===== config.mk =====
export PLATFORM = sky130hd
export DESIGN_NAME = mdu_ctrl
export DESIGN_NICKNAME = d
export VERILOG_FILES = /design/src/rtl/mdu_ctrl.sv
export SDC_FILE = /design/constraint.sdc
export NUM_CORES = 1
export LEC_CHECK = 0
export ABC_CLOCK_PERIOD_IN_PS = 1900
export BUFFER_PORTS_ARGS = -buffer_cell sky130_fd_sc_hd__buf_4
export CAP_MARGIN = 20
export CORE_ASPECT_RATIO = 1.4
export CORE_MARGIN = 5
export CORE_UTILIZATION = 25
export DETAILED_ROUTE_END_ITERATION = 10
export GPL_TIMING_DRIVEN = 0
export SYNTH_ARGS = -nofsm -noshare
export SYNTH_HDL_FRONTEND = slang
export SYNTH_SLANG_ARGS = --single-unit

===== constraint.sdc =====
create_clock -name clock -period 1.9 [get_ports clock]
set_input_delay 0.38 -clock clock [delete_from_list [all_inputs] [get_ports clock]]
set_output_delay 0.38 -clock clock [all_outputs]
set_load 0.02 [all_outputs]

===== src/rtl/mdu_ctrl.sv =====
// rtl/mdu_ctrl.sv - issue/sequencing controller between EX and the multi-cycle mul/div unit
//
// Accepts one RV M-extension request, drives the MDU with a held one-hot op and
// registered operands, waits for the MDU to go busy and come back ready, and
// returns the result with backpressure. Divide-by-zero is answered locally.
// flush aborts everything; a watchdog aborts a stuck MDU.
//
// Ports:
//   clock, reset (async, active-low), flush
//   req_*  : request channel (valid/ready, funct3 op, operands, tag)
//   resp_* : response channel (valid/ready, result, tag, err = watchdog abort)
//   m_*    : MDU side (one-hot op, operands, cancel pulse, ready level, result)

module mdu_ctrl #(
   parameter int XLEN  = 64,
   parameter int TAG_W = 5,
   parameter int WDOG  = 255
) (
   input  logic             clock,
   input  logic             reset,
   input  logic             flush,
   input  logic             req_valid,
   output logic             req_ready,
   input  logic [2:0]       req_op,
   input  logic [XLEN-1:0]  req_src1,
   input  logic [XLEN-1:0]  req_src2,
   input  logic [TAG_W-1:0] req_tag,
   output logic             resp_valid,
   input  logic             resp_ready,
   output logic [XLEN-1:0]  resp_result,
   output logic [TAG_W-1:0] resp_tag,
   output logic             resp_err,
   output logic [7:0]       m_op,
   output logic [XLEN-1:0]  m_src1,
   output logic [XLEN-1:0]  m_src2,
   output logic             m_flush,
   input  logic             m_ready,
   input  logic [XLEN-1:0]  m_result
);

   typedef enum logic [1:0] {IDLE, LAUNCH, BUSY, RESP} state_t;

   localparam logic [7:0] WDOG_CNT = WDOG[7:0];

   state_t           state_q, state_d;
   logic             req_ready_q, req_ready_d;
   logic             resp_valid_q, resp_valid_d;
   logic [XLEN-1:0]  result_q, result_d;
   logic [TAG_W-1:0] tag_q, tag_d;
   logic             err_q, err_d;
   logic [7:0]       op_q, op_d;
   logic [XLEN-1:0]  src1_q, src1_d;
   logic [XLEN-1:0]  src2_q, src2_d;
   logic             m_flush_q, m_flush_d;
   logic [7:0]       wdog_q, wdog_d;

   logic req_take;
   logic div_zero;

   // A request arriving together with flush is dropped outright.
   assign req_take = req_valid & req_ready_q & ~flush;
   // funct3[2] selects the divide group.
   assign div_zero = req_op[2] & (req_src2 == '0);

   always_comb begin
      state_d      = state_q;
      resp_valid_d = resp_valid_q;
      result_d     = result_q;
      tag_d        = tag_q;
      err_d        = err_q;
      op_d         = op_q;
      src1_d       = src1_q;
      src2_d       = src2_q;
      m_flush_d    = 1'b0;
      wdog_d       = wdog_q;

      case (state_q)
         IDLE: begin
            if (req_take) begin
               src1_d = req_src1;
               src2_d = req_src2;
               tag_d  = req_tag;
               err_d  = 1'b0;
               wdog_d = 8'd0;
               if (div_zero) begin
                  // funct3[1] distinguishes rem/remu (dividend) from div/divu (all ones).
                  result_d     = req_op[1] ? req_src1 : '1;
                  resp_valid_d = 1'b1;
                  state_d      = RESP;
               end else begin
                  op_d    = 8'd1 << req_op;
                  state_d = LAUNCH;
               end
            end
         end

         LAUNCH, BUSY: begin
            if (state_q == BUSY && m_ready) begin
               // Completion wins over a watchdog expiry in the same cycle.
               result_d     = m_result;
               op_d         = 8'd0;
               resp_valid_d = 1'b1;
               state_d      = RESP;
            end else if (wdog_q == WDOG_CNT) begin
               m_flush_d    = 1'b1;
               op_d         = 8'd0;
               err_d        = 1'b1;
               result_d     = '0;
               resp_valid_d = 1'b1;
               state_d      = RESP;
            end else begin
               wdog_d = wdog_q + 8'd1;
               // Completion is only trusted after the MDU has been seen busy.
               if (state_q == LAUNCH && !m_ready) begin
                  state_d = BUSY;
               end
            end
         end

         RESP: begin
            if (resp_ready) begin
               resp_valid_d = 1'b0;
               state_d      = IDLE;
            end
         end

         default: state_d = IDLE;
      endcase

      if (flush) begin
         state_d      = IDLE;
         resp_valid_d = 1'b0;
         op_d         = 8'd0;
         m_flush_d    = (state_q == LAUNCH) || (state_q == BUSY);
      end

      req_ready_d = (state_d == IDLE);
   end

   always_ff @(posedge clock or negedge reset) begin
      if (!reset) begin
         state_q      <= IDLE;
         req_ready_q  <= 1'b1;
         resp_valid_q <= 1'b0;
         result_q     <= '0;
         tag_q        <= '0;
         err_q        <= 1'b0;
         op_q         <= 8'd0;
         src1_q       <= '0;
         src2_q       <= '0;
         m_flush_q    <= 1'b0;
         wdog_q       <= 8'd0;
      end else begin
         state_q      <= state_d;
         req_ready_q  <= req_ready_d;
         resp_valid_q <= resp_valid_d;
         result_q     <= result_d;
         tag_q        <= tag_d;
         err_q        <= err_d;
         op_q         <= op_d;
         src1_q       <= src1_d;
         src2_q       <= src2_d;
         m_flush_q    <= m_flush_d;
         wdog_q       <= wdog_d;
      end
   end

   assign req_ready   = req_ready_q;
   assign resp_valid  = resp_valid_q;
   assign resp_result = result_q;
   assign resp_tag    = tag_q;
   assign resp_err    = err_q;
   assign m_op        = op_q;
   assign m_src1      = src1_q;
   assign m_src2      = src2_q;
   assign m_flush     = m_flush_q;

endmodule


Word level (Yosys, flattened, before mapping)

Index checks and enable logic that the tools add are counted.

Register bits after elaboration: 219
Output and inout bits: 209
Memory bits (writable): 0
Memory bits (read-only): 0
Memories kept: 0
Bits in latches: 0

Add/subtract/negate cells: 1
Reductions and logical operators: 16
Divide/modulo/power cells: 0
Multiply operators: 0
Bitwise gates (word level): 4
Shift operators: 1
Equal/unequal tests: 15
Multiplexer cells: 38
Order comparisons: 0

Operators by type and width:

| cell                                                               | count |
|---|---|
| 64-bit two-way mux                                                 | 5 |
| 64-bit case mux with 2 select lines                                | 1 |
| 64-bit logical NOT                                                 | 1 |
| 8-bit two-way mux                                                  | 8 |
| 8-bit case mux with 2 select lines                                 | 2 |
| 4-bit AND reduction                                                | 5 |
| 3-bit inequality test (second input constant)                      | 5 |
| 2-bit two-way mux                                                  | 7 |
| 1-bit two-way mux                                                  | 12 |
| 2-bit inequality test (second input constant)                      | 5 |
| 8-bit by 1-bit adder with 8-bit output (second input constant)     | 1 |
| 8-bit == test (second input constant)                              | 1 |
| 1-bit by 3-bit << shifter with 8-bit output (first input constant) | 1 |
| 2-bit case mux with 3 select lines                                 | 1 |
| 2-bit == test (second input constant)                              | 2 |
| 2-bit logical NOT                                                  | 2 |
| 4-bit inequality test (second input constant)                      | 1 |
| 1-bit AND                                                          | 3 |
| 1-bit case mux with 3 select lines                                 | 1 |
| 3-bit nonzero test                                                 | 1 |
| 2-bit by 1-bit == test with 1-bit output (second input constant)   | 1 |
| 1-bit logical AND                                                  | 2 |
| 1-bit case mux with 2 select lines                                 | 1 |
| 2-bit AND reduction                                                | 1 |
| other kinds (5)                                                    | 5 |

Depth between registers and ports, before layout

Depth in word-level cells: 8
Gate-level depth with buffers: 10

Worst setup path before layout

OpenSTA, ideal clock, no wires.

Path type: reg-to-reg
From: register state_q[0]
To: register op_q[0], in the netlist m_op[0]
Arrival time: 2.008 ns
Slack: -0.233 ns
Cell stages (with the launch flop): 8
Setup time: 0.125 ns
Period minus slack after synthesis: 2.133 ns
Required time: 1.775 ns
Path buffers: 1
Cell sequence: dfrtp_1 -> inv_1 -> ha_1 -> clkbuf_1 -> o211a_4 -> or2_4 -> a32oi_4 -> mux2_2

Cells in the longest elaborated chain, start to end: 5

Ends and longest elaborated chain:

| element                            | line   | text |
|---|---|---|
| from (decl)                        | 45     | `state_t state_q, state_d;` |
| from (signal assigned)             | 154    | `state_q <= state_d;` |
| 2-bit == test                      | 77, 98 |  |
| 1-bit logical AND                  | 98     | `if (state_q == BUSY && m_ready) begin` |
| 8-bit two-way mux                  | 98     |  |
| 8-bit case mux with 2 select lines | 77     | `case (state_q)` |
| 8-bit two-way mux                  | 130    | `if (flush) begin` |
| to (signal assigned)               | 160    | `op_q <= op_d;` |
| to (decl)                          | 51     | `logic [7:0] op_q, op_d;` |

Several ways; a longest one is shown, not always the timed one.
A chain may end at the register's enable or synchronous reset.

Final worst setup path

From: register state_q[0]
To: register op_q[7], in the netlist m_op[7]

Same word-level chain as after synthesis.

==> results.md <==
- Setup WS post-layout: -0.1763 ns
- RSZ-0062 raised after global routing: yes
- Synth Flop Type: dfrtp_1
- Grt total ovfl: 0
- PD cells: 1606 mW/mm^2
- Fin. max-slew vios: 0
- Syn-to-layout area delta: 57.57%
- Most frequent cells in the layout: buf_4, nand2_1, dfrtp_1
- Area leader, netlist: dfrtp_1
- Net count, final: 1,768
- Startpoint Class: flip-flop
- DRT Wirelength: 41,300 um
- Std-Cell Rows: 85
- Die area: 0.04269 mm^2
- Setup TNS: -9.278 ns
- Number of global-route vias before repair: 10,461
- Top Ports: 415
- WHS Path Cells: 3
- Clk root buf: clkbuf_16
- Synthesized area per cell: 8.879 um^2
- Commonest non-fill, non-tap cell in the layout: buf_4
- P_leak: 7.782 nW
- Synthesized instance count: 1,087
- Yosys reg bits: 219
- Post-synth ARST share: 1.000
- DR DRC count: 0
- Vias per cell: 4.789
- Crit Path Max Fanout: 8
- CTS max path bufs: 3
- # diodes: 0
- Clock Latency Late Sink: 0.54 ns
- Yosys cell types: 47
- Worst VDD drop: 0.0006883 V
- Reg clk slew, reported paths: 0.06 ns
- MaxCap Viol Count: 0
- Status: complete, but fails checks
- Die Y: 242.5 um
- Final setup viols: 72
- Largest net degree at the start of global routing: 83
- H-tree Lvls: 1
- FF-to-FF Start: state_q[0]$_DFF_PN0_
- Core box area: 0.03829 mm^2
- Post-DRT Antenna Nets: 0
- Cell with the largest stage delay on the worst path: dfrtp_1
- CP endpoint kind: flip-flop
- Synth area leaders: dfrtp_1, nand2_1, a31oi_1
- Number of flops mapped to enable cells by yosys: 0
- First-pass detailed-route iteration total: 4
- Dpl hpwl: 31,340 um
- Post-DR wirelength/cell: 20.13 um
- CTS tree: built
- Sequential-to-total area share from yosys stat: 0.5679
- Worst-case reg-to-reg path depth: 9
- Initial antenna violation count: 0
- Fin area: 0.01521 mm^2
- Tmin final: 2.076 ns
- Total design power: 24.43 mW
- Placed instance area: 0.01351 mm^2
- CP Launch Point: state_q[0]$_DFF_PN0_
- Crit path kind: flip-flop to flip-flop
- CP max stage delay: 0.40 ns
- Max_slew headroom: 0.4664
- Final worst path period share: 1.093
- CTS sink count: 219
- Final hold viol count: 0
- Netlist Area Pre-Place: 0.009652 mm^2
- Worst slew pin tran: 0.8004 ns
- WP data required: 2.32 ns
- Via count: 9,828
- Share of cells above drive strength 1: 0.3907
- Initial DRC Count: 515
- Syn Nets: 1,298
- Initial core utilization: 0.2521
- Port bufs: 413
- Timing-limited maximum frequency: 481.6 MHz
- Die width: 176.1 um
- HP Class: input pin to flip-flop
- Failing checks: negative setup slack
- YS warnings: 0
- Global-route wire length before repair: 62,080 um
- Worst path cell trace: inv_2, ha_4, buf_8, o211a_4, buf_6, or2_4, a32oi_4, buf_12, mux2_4
- Worst Skew: 0.01219 ns
- GR Util All Layers: 0.1851
- Num CTS Buffers: 25
- Worst Hold Launch: req_tag[1]
- Post-synth top area share: 0.5652
- Gp weighted congestion: 0.8835
- Critical path arrival: 2.49 ns
-- Yosys cell counts, types with 2 or more instances --
cell type / n
buf_2: 14
and3_1: 4
nand2_1: 344
nor2_1: 15
and2_1: 2
buf_1: 4
nor4_1: 15
o22ai_1: 64
a21oi_1: 72
inv_1: 70
nand3_1: 7
dfrtp_1: 218
nand4_1: 5
a211oi_1: 3
nor2b_1: 3
a31oi_1: 65
a21o_1: 3
clkbuf_1: 61
a2111oi_0: 3
o21ai_0: 69
nor3_1: 4
buf_4: 2
xnor2_1: 6
ha_1: 5
mux2_2: 7
-- per-stage QoR --
step | setup slack (ns) | utilization | hold slack [ns] | cells
3_3_place_gp | -1.344 | 0.3512 | 0.4606 | 1978
3_5_place_dp | -1.237 | 0.3528 | 0.3684 | 1980
5_1_grt | -0.2399 | 0.3972 | 0.01287 | 2052
6_report | -0.1763 | 0.3972 | 0.03375 | 2052
4_1_cts | -0.1778 | 0.3922 | 0.003714 | 2051
2_1_floorplan | -0.1630 | - | 0.08441 | 1087
-- kinds of logic after synthesis --
group,synth area share
flip-flops,0.5679
buffers and inverters,0.06132
XOR/XNOR,0.005445
AO/OA/AOI/OAI,0.1758
AND/OR/NAND/NOR,0.1738
adder cells (fa/ha/maj),0.006482
multiplexers,0.009205
-- sequential cells by signal, summed over array words and instances (netlist names) --
signal / flops
m_flush: 1
m_src1: 64
resp_err: 1
wdog_q: 8
resp_tag: 5
state_q: 2
req_ready: 1
resp_valid: 1
resp_result: 64
m_op: 8
m_src2: 64
-- cell type report --
cell class | instances | area, um^2
inverter | 70 | 262.8
clock buffer | 35 | 713.2
multi-input combinational | 717 | 4018
fill | 3911 | 23080
timing repair buffer | 444 | 3510
clock inverter | 9 | 102.6
tap | 478 | 598.1
buffer | 80 | 520.5
sequential | 219 | 5484
-- power by group --
group	leakage, nW	internal [mW]	total (mW)	switching, mW
Sequential	2.80	6.47	7.58	1.11
Clock	0.407	2.88	4.90	2.02
Combinational	4.57	4.91	11.9	7.03
Total	7.78	14.3	24.4	10.2
-- layer usage --
layer,global-route usage,up-vias,wire [um]
met3,0.05448,65,3429
met4,0.06333,0,1424
met5,0,-,0
met1,0.2074,4743,15320
li1,-,4626,-
met2,0.3325,394,21130
-- final timing paths --
kind | slack [ns] | to
min in group asynchronous | 0.38 | resp_result[32]$_DFFE_PN0P_
max in group asynchronous | 0.67 | resp_result[4]$_DFFE_PN0P_
setup reg to reg | -0.18 | m_op[7]$_DFFE_PN0P_
setup / recovery | -0.18 | m_op[7]$_DFFE_PN0P_
hold / removal | 0.03 | resp_tag[1]$_DFFE_PN0P_
hold reg to reg | 0.47 | m_src2[4]$_DFFE_PN0P_
-- what timing repair did --
item / in CTS / in global routing
setup endpoints to repair: 219 / 208
buffers inserted: 23 / 3
hold buffers: 1 / 0
gates resized for setup: 114 / 65
cloned: 4 / 0
endpoints found under the hold margin: 62 / 0
pin swaps: 31 / 13
-- critical path, delay by kind of cell, from the launching register on --
family / cells / cell delay [ns]
muxes: 1 / 0.30
and+or+nand+nor: 1 / 0.23
DFF: 1 / 0.40
buffers and inverters: 4 / 0.50
AOI/OAI and AO/OA: 2 / 0.34
adders and majority gates: 1 / 0.21
No activity file was read; power rests on OpenSTA's default activity.
